[src/rtl/tetris_move_sched.sv]
// -----------------------------------------------------------------------------
// tetris_move_sched
//
// Sequences piece-motion commands into the playfield engine. A gravity timer
// raises FALL requests at a normal or fast-drop period, button releases raise
// LEFT/RIGHT/ROTATE requests, and pending requests are issued one at a time by
// fixed priority (FALL > ROTATE > LEFT > RIGHT) over a valid/ready/done
// handshake. A FALL that completes blocked is reported as a lock event.
//
// Ports:
//   clk, rst        system clock, synchronous active-high reset
//   enable          game running; low blocks new requests and issue
//   btn_left/right/rotate, sw_drop   level inputs, acted on at release
//   cmd_valid/cmd_op                 command offer (0 NONE,1 FALL,2 LEFT,
//                                    3 RIGHT,4 ROTATE)
//   cmd_ready/cmd_done/cmd_blocked   engine handshake and completion status
//   fast_mode       fast-drop gravity active
//   pending         live request flags {rotate, right, left, fall}
//   lock_event      one-cycle pulse: FALL completed blocked
// -----------------------------------------------------------------------------
module tetris_move_sched #(
   parameter int unsigned FALL_PERIOD = 50000000,
   parameter int unsigned DROP_PERIOD = 5000000,
   parameter int unsigned CNT_W       = 26
) (
   input  logic       clk,
   input  logic       rst,
   input  logic       enable,
   input  logic       btn_left,
   input  logic       btn_right,
   input  logic       btn_rotate,
   input  logic       sw_drop,
   output logic       cmd_valid,
   output logic [2:0] cmd_op,
   input  logic       cmd_ready,
   input  logic       cmd_done,
   input  logic       cmd_blocked,
   output logic       fast_mode,
   output logic [3:0] pending,
   output logic       lock_event
);

   typedef enum logic [1:0] {S_IDLE, S_ISSUE, S_WAIT} state_t;

   localparam logic [2:0] OP_NONE   = 3'd0;
   localparam logic [2:0] OP_FALL   = 3'd1;
   localparam logic [2:0] OP_LEFT   = 3'd2;
   localparam logic [2:0] OP_RIGHT  = 3'd3;
   localparam logic [2:0] OP_ROTATE = 3'd4;

   localparam logic [CNT_W-1:0] FALL_LAST = CNT_W'(FALL_PERIOD - 1);
   localparam logic [CNT_W-1:0] DROP_LAST = CNT_W'(DROP_PERIOD - 1);

   state_t           state_q;
   logic [3:0]       hist_q;       // previous input levels {drop, rotate, right, left}
   logic [CNT_W-1:0] cnt_q, cnt_d;
   logic             fast_q, fast_d;
   logic [3:0]       pend_q, pend_d;
   logic             valid_q;
   logic [2:0]       op_q;
   logic             lock_q, lock_d;

   logic [3:0]       cur_in;
   logic [3:0]       ev;
   logic [CNT_W-1:0] per_last;
   logic             tick;
   logic [2:0]       sel_op;
   logic [3:0]       sel_mask;

   always_comb begin
      cur_in   = {sw_drop, btn_rotate, btn_right, btn_left};
      // Release = was high last cycle, low now; ignored while the game is stopped.
      ev       = enable ? (hist_q & ~cur_in) : 4'b0000;

      per_last = fast_q ? DROP_LAST : FALL_LAST;
      // >= rather than == so a switch into fast mode with a large count
      // ticks on the very next cycle instead of running to wrap-around.
      tick     = enable && (cnt_q >= per_last);
      cnt_d    = (!enable || tick) ? '0 : cnt_q + 1'b1;

      sel_op   = OP_NONE;
      sel_mask = 4'b0000;
      if (state_q == S_IDLE && enable) begin
         if (pend_q[0]) begin
            sel_op   = OP_FALL;
            sel_mask = 4'b0001;
         end else if (pend_q[3]) begin
            sel_op   = OP_ROTATE;
            sel_mask = 4'b1000;
         end else if (pend_q[1]) begin
            sel_op   = OP_LEFT;
            sel_mask = 4'b0010;
         end else if (pend_q[2]) begin
            sel_op   = OP_RIGHT;
            sel_mask = 4'b0100;
         end
      end

      lock_d = (state_q == S_WAIT) && cmd_done && cmd_blocked && (op_q == OP_FALL);

      // Set is OR-ed in after the clear so a same-cycle set wins.
      pend_d = enable ? ((pend_q & ~sel_mask) | {ev[2], ev[1], ev[0], tick}) : 4'b0000;

      if (!enable)     fast_d = 1'b0;
      else if (lock_d) fast_d = 1'b0;
      else if (ev[3])  fast_d = 1'b1;
      else             fast_d = fast_q;
   end

   always_ff @(posedge clk) begin
      if (rst) begin
         state_q <= S_IDLE;
         hist_q  <= 4'b0000;
         cnt_q   <= '0;
         fast_q  <= 1'b0;
         pend_q  <= 4'b0000;
         valid_q <= 1'b0;
         op_q    <= OP_NONE;
         lock_q  <= 1'b0;
      end else begin
         hist_q  <= cur_in;
         cnt_q   <= cnt_d;
         fast_q  <= fast_d;
         pend_q  <= pend_d;
         lock_q  <= lock_d;
         // The handshake always runs to completion; enable only gates issue.
         case (state_q)
            S_IDLE: begin
               if (sel_op != OP_NONE) begin
                  op_q    <= sel_op;
                  valid_q <= 1'b1;
                  state_q <= S_ISSUE;
               end
            end
            S_ISSUE: begin
               if (cmd_ready) begin
                  valid_q <= 1'b0;
                  state_q <= S_WAIT;
               end
            end
            S_WAIT: begin
               if (cmd_done) begin
                  op_q    <= OP_NONE;
                  state_q <= S_IDLE;
               end
            end
            default: begin
               valid_q <= 1'b0;
               op_q    <= OP_NONE;
               state_q <= S_IDLE;
            end
         endcase
      end
   end

   assign cmd_valid  = valid_q;
   assign cmd_op     = op_q;
   assign fast_mode  = fast_q;
   assign pending    = pend_q;
   assign lock_event = lock_q;

endmodule

[config.mk]
export PLATFORM = sky130hd
export DESIGN_NAME = tetris_move_sched
export DESIGN_NICKNAME = d
export VERILOG_FILES = /design/src/rtl/tetris_move_sched.sv
export SDC_FILE = /design/constraint.sdc
export NUM_CORES = 1
export LEC_CHECK = 0
export ABC_CLOCK_PERIOD_IN_PS = 4100
export CELL_PAD_IN_SITES_DETAIL_PLACEMENT = 1
export CELL_PAD_IN_SITES_GLOBAL_PLACEMENT = 1
export CORE_UTILIZATION = 47
export CTS_BUF_LIST = sky130_fd_sc_hd__clkbuf_16
export DETAILED_ROUTE_END_ITERATION = 10
export MAX_ROUTING_LAYER = met4
export PLACE_DENSITY = 0.95
export SLEW_MARGIN = 20
export SYNTH_ARGS = -nofsm -noshare
export SYNTH_HDL_FRONTEND = slang
export SYNTH_SLANG_ARGS = --single-unit
[constraint.sdc]
create_clock -name clk -period 4.1 [get_ports clk]
set_input_delay 1.23 -clock clk [delete_from_list [all_inputs] [get_ports clk]]
set_output_delay 1.23 -clock clk [all_outputs]
set_load 0.02 [all_outputs]
Word level (Yosys, flattened, before mapping)
Cells that the tools add are included.
{"block": "totals", "regBits": 42, "out_inout_bits": 10, "word_cells": 61, "inputBits": 10}
{"block": "op_classes", "n_mux": 22, "bitwise_logic": 8, "n_reduce_logical": 15, "eq_ne": 6, "n_lt_le_gt_ge": 1, "add_sub_neg": 1}
{"cell": "$add 26x1->26 const B", "count": 1}
{"cell": "$ge 26x26->1", "count": 1}
{"cell": "$mux 26", "count": 1}
{"cell": "$mux 3", "count": 7}
{"cell": "$mux 4", "count": 4}
{"cell": "$mux 2", "count": 5}
{"cell": "$pmux 3 s3", "count": 1}
{"cell": "$reduce_and 3->1", "count": 3}
{"cell": "$and 4x4->4", "count": 2}
{"cell": "$not 4->4", "count": 2}
{"cell": "$pmux 2 s3", "count": 1}
{"cell": "$logic_and 1x1->1", "count": 5}
{"cell": "$ne 2x2->1 const B", "count": 2}
{"cell": "$or 4x4->4", "count": 1}
{"cell": "$reduce_or 2->1", "count": 2}
{"cell": "$eq 3x1->1 const B", "count": 1}
{"cell": "$not 1->1", "count": 3}
{"cell": "$pmux 1 s3", "count": 1}
{"cell": "$reduce_bool 3->1", "count": 1}
{"cell": "$reduce_or 3->1", "count": 1}
{"cell": "$eq 2x1->1 const B", "count": 1}
{"cell": "$eq 2x2->1 const B", "count": 1}
{"cell": "$logic_not 2->1", "count": 1}
{"cell": "$mux 1", "count": 2}
{"cell": "other kinds (3)", "count": 3}

Longest topological paths before layout
{"block": "logic_depth", "word_depth": 8, "depth_mapped": 8, "depth_no_buf": 7}

Worst setup path after synthesis
No wires, ideal clock.
{"block": "synth_path", "path_kind": "register to register", "from": "reg fast_q (netlist: fast_mode)", "to": "reg cnt_q[4]", "arrival_time_ns": 2.269, "path_stages_with_launch": 9, "setup_slack_ns": 1.753, "required_time_ns": 4.022, "period_less_slack_ns": 2.347, "setup_time_ns": 0.078, "n_path_buf": 1, "path_cell_list": "dfxtp_1 -> inv_1 -> ha_1 -> o21ai_0 -> or2b_2 -> a21oi_1 -> o311ai_4 -> buf_6 -> nor3_1"}
{"block": "synth_between", "elab_chain_len": 5}
{"item": "start: declaration", "line": "57", "rtl": "logic fast_q, fast_d;"}
{"item": "start signal: assignment", "line": "123", "rtl": "fast_q <= fast_d;"}
{"item": "$mux 26", "line": "75", "rtl": "per_last = fast_q ? DROP_LAST : FALL_LAST;"}
{"item": "$ge 26x26->1", "line": "78", "rtl": "tick = enable && (cnt_q >= per_last);"}
{"item": "$logic_and 1x1->1", "line": "78"}
{"item": "$logic_or 1x1->1", "line": "79", "rtl": "cnt_d = (!enable || tick) ? '0 : cnt_q + 1'b1;"}
{"item": "$reduce_or 2->1 (no line)"}
{"item": "end signal: assignment", "line": "122", "rtl": "cnt_q <= cnt_d;"}
{"item": "end: declaration", "line": "56", "rtl": "logic [CNT_W-1:0] cnt_q, cnt_d;"}
Every way passes these cells.
A chain may end at the register's enable or synchronous reset.

Worst setup path after layout
{"block": "layout_path", "from": "reg fast_q (netlist: fast_mode)", "to": "reg cnt_q[24]"}
Same word-level chain as after synthesis.

==> flow_summary.ini <==
[sta]
final-setup-viol-count = 0
slew_headroom = 0.528
fin_skew_ns = 0.00746
tns_ns = 0
grt_setup_unrepaired = false
max_freq_mhz = 348
hold_violations = 0
finalCriticalPeriod_ns = 2.88
maxSlewViolCount = 0
fin_crit_sh = 0.701
max_slew.worst_pin.slew_ns = 0.702

[worst_setup_path]
cp.arrival_ns = 3.07
end_kind = register
crit_path_start_kind = register
path_class = reg2reg
crit_required_ns = 4.30
crit_fanout = 18

[floorplan]
die_h_um = 69.3
rows = 24
core_region_area_mm2 = 0.00435
die-area_mm2 = 0.00480
start_util = 0.489
pin_count = 20
die_x_um = 69.3

[grt]
grt_max_degree = 32
gr-total-overflow = 0
grt_use_met3 = 0.0480
grt_util_met2 = 0.428
grt_pass1_vias = 1959
use_met1 = 0.280
antenna_found_initial = 0
grt_usage = 0.248
busiest_layer = met2
grt_pass1_wl_mm = 9.23

[pwr]
total_power_mw = 0.850
p_leak_nw = 0.969
powerDensity_mw_per_mm2 = 340
ir_worst_vdd_uv = 203
power_switching_mw = 0.190
pwr-share-comb = 0.052
p_int_mw = 0.660
swShare = 0.223
p_seq_frac = 0.492
p_clk_frac = 0.456

[synthesis]
synth_area_mm2 = 0.00213
synth_simple_gate_area_frac = 0.286
synth_cell_types = 41
yosysWarnings = 0
synth_ff_type = dfxtp_1
synth_top_family_by_area = simple AND/OR/NAND/NOR gates
syn_avg_cell_area_um2 = 9.21
synth_nets = 255
yosysSeqAreaShare = 0.395
synth_compound_gate_area_share = 0.103
synthMuxAreaShare = 0
yosys.area_share.adder = 0.0823
ys_ff_latch = 42
synth_edf_count = 0
synth_xor_area_frac = 0.0988
syn_inst = 231
async_flop_share = 0

[clocking]
clk_transition_reported_paths_ns = 0.06
cts.repair.resized = 0
cts_tree = done
cts_buffers = 5
post_cts_buffers = 0
cts_root_buffer = clkbuf_16
clock_path_buffers = 2
h-tree-depth = 2
clk_latency_ns = 0.29
clkSinkCount = 42
ctsHoldBuffers = 0

[placed_design]
dp_hpwl_mm = 3.64
port_buffers = 19
gp_congestion = 0.783
post-place-cells = 298

[finish]
n_antenna_cell = 0
stdcell_count = 306
drive_above_1_share = 0.0827
syn_to_final_growth_pct = 17.3
nets = 277

[drt]
drcViolationCount = 0
viasPerCell = 5.78
ant_nets = 0
drt_wl_total_mm = 5.33
drt-initial-drc-count = 28
wl_per_cell_um = 17.4
drt_pre_antenna_iters = 4
vias = 1768

[run_status]
outcome = finished, final reports clean

[flow_run]
max_cap_viol_count = 0

[min_path]
worstHoldPathType = reg2reg
Yosys cell counts, types with 2 or more instances:
cell | number | area (um^2)
nor2_1 | 15 | 56.3
nand2_1 | 12 | 45.0
nor3_2 | 2 | 20.0
nand3_1 | 14 | 70.1
xnor2_1 | 7 | 61.3
inv_1 | 7 | 26.3
a2bb2oi_1 | 2 | 17.5
ha_1 | 14 | 175
buf_6 | 2 | 22.5
dfxtp_1 | 42 | 841
nand2b_1 | 6 | 37.5
nand4b_1 | 2 | 17.5
nor4_4 | 2 | 42.5
nand4_1 | 8 | 50.1
o21a_1 | 2 | 15.0
xor2_1 | 17 | 149
o21ai_0 | 7 | 35.0
a22oi_1 | 2 | 15.0
a31oi_1 | 2 | 12.5
and3_1 | 2 | 12.5
a21oi_1 | 10 | 50.1
nor2b_1 | 5 | 31.3
clkbuf_1 | 2 | 7.51
nor3_1 | 30 | 150
cells by family after synthesis:
| logic type | after synthesis |
|---|---|
| simple gates | 107 |
| xor+xnor | 24 |
| fa+ha+maj | 14 |
| flops | 42 |
| buf+inv | 13 |
| compound gates | 31 |
state kept, by name, indices dropped and copies added (netlist names):
register,cells
cnt_q,26
hist_q,4
pending,4
cmd_op,3
state_q,2
cmd_valid,1
fast_mode,1
lock_event,1
worst max-delay path: stages (launching register included):
cell	delay, ns
dfxtp_1	0.64
inv_1	0.22
ha_1	0.37
o21ai_0	0.18
or2b_2	0.31
a21oi_1	0.34
o311ai_4	0.21
buf_4	0.28
nor3_1	0.23
metal layers:
layer | vias up | part of all wire
met1 | 862 | 0.43
li1 | 874 | -
met2 | 20 | 0.53
met4 | 0 | 0.019
met3 | 12 | 0.026
met5 | - | 0
final timing paths:
check | start | to | slack, ns | cells past startpoint
min | hist_q[2]$_SDFF_PP0_ | pending[3]$_SDFF_PP0_ | 0.48 | 2
max reg2reg | fast_mode$_SDFFE_PP0P_ | cnt_q[24]$_SDFF_PP0_ | 1.22 | 8
min reg2reg | hist_q[2]$_SDFF_PP0_ | pending[3]$_SDFF_PP0_ | 0.48 | 2
max | fast_mode$_SDFFE_PP0P_ | cnt_q[24]$_SDFF_PP0_ | 1.22 | 8
power groups by stage:
stage	Sequential (mW)	Combinational, mW	Clock [mW]
final	0.418	0.0442	0.387
after CTS	0.418	0.0444	0.401
after global placement	0.427	0.0417	0
after floorplan	0.429	0.0220	0
after detailed placement	0.428	0.0436	0
after global routing	0.419	0.0483	0.420
area by class of cell:
type                            count  area, um^2
Inverter                            7        26.3
Multi-Input combinational cell    176        1210
Sequential cell                    42         841
Timing Repair Buffer               21         205
Clock inverter                      3        21.3
Fill cell                         501        1860
Clock buffer                        5         125
Tap cell                           52        65.1
per-stage QoR:
step	setup slack (ns)	hold slack, ns	instance area [um^2]	utilization
after floorplan	1.75	0.431	2130	-
after global placement	1.40	0.450	2350	0.540
after detailed placement	1.32	0.471	2350	0.540
after CTS	1.23	0.492	2500	0.574
after global routing	1.12	0.499	2500	0.574
final	1.22	0.477	2500	0.574
cells in the final DEF, fill, tap and decap left out, types with 2 or more instances in the layout:
cell,instances
nor2_1,15
nand3_1,14
nor4_4,2
ha_1,14
clkbuf_16,5
inv_1,7
nand2b_1,6
dfxtp_1,42
a31oi_1,2
buf_4,2
nand2_1,12
clkdlybuf4s50_1,19
and3_1,2
nor3_2,2
xor2_1,17
o21ai_0,7
a2bb2oi_1,2
a22oi_1,2
nor2b_1,5
xnor2_1,7
nand4_1,8
o21a_1,2
a21oi_1,10
nor3_1,30
nand4b_1,2
No activity file was read; power rests on OpenSTA's default activity.
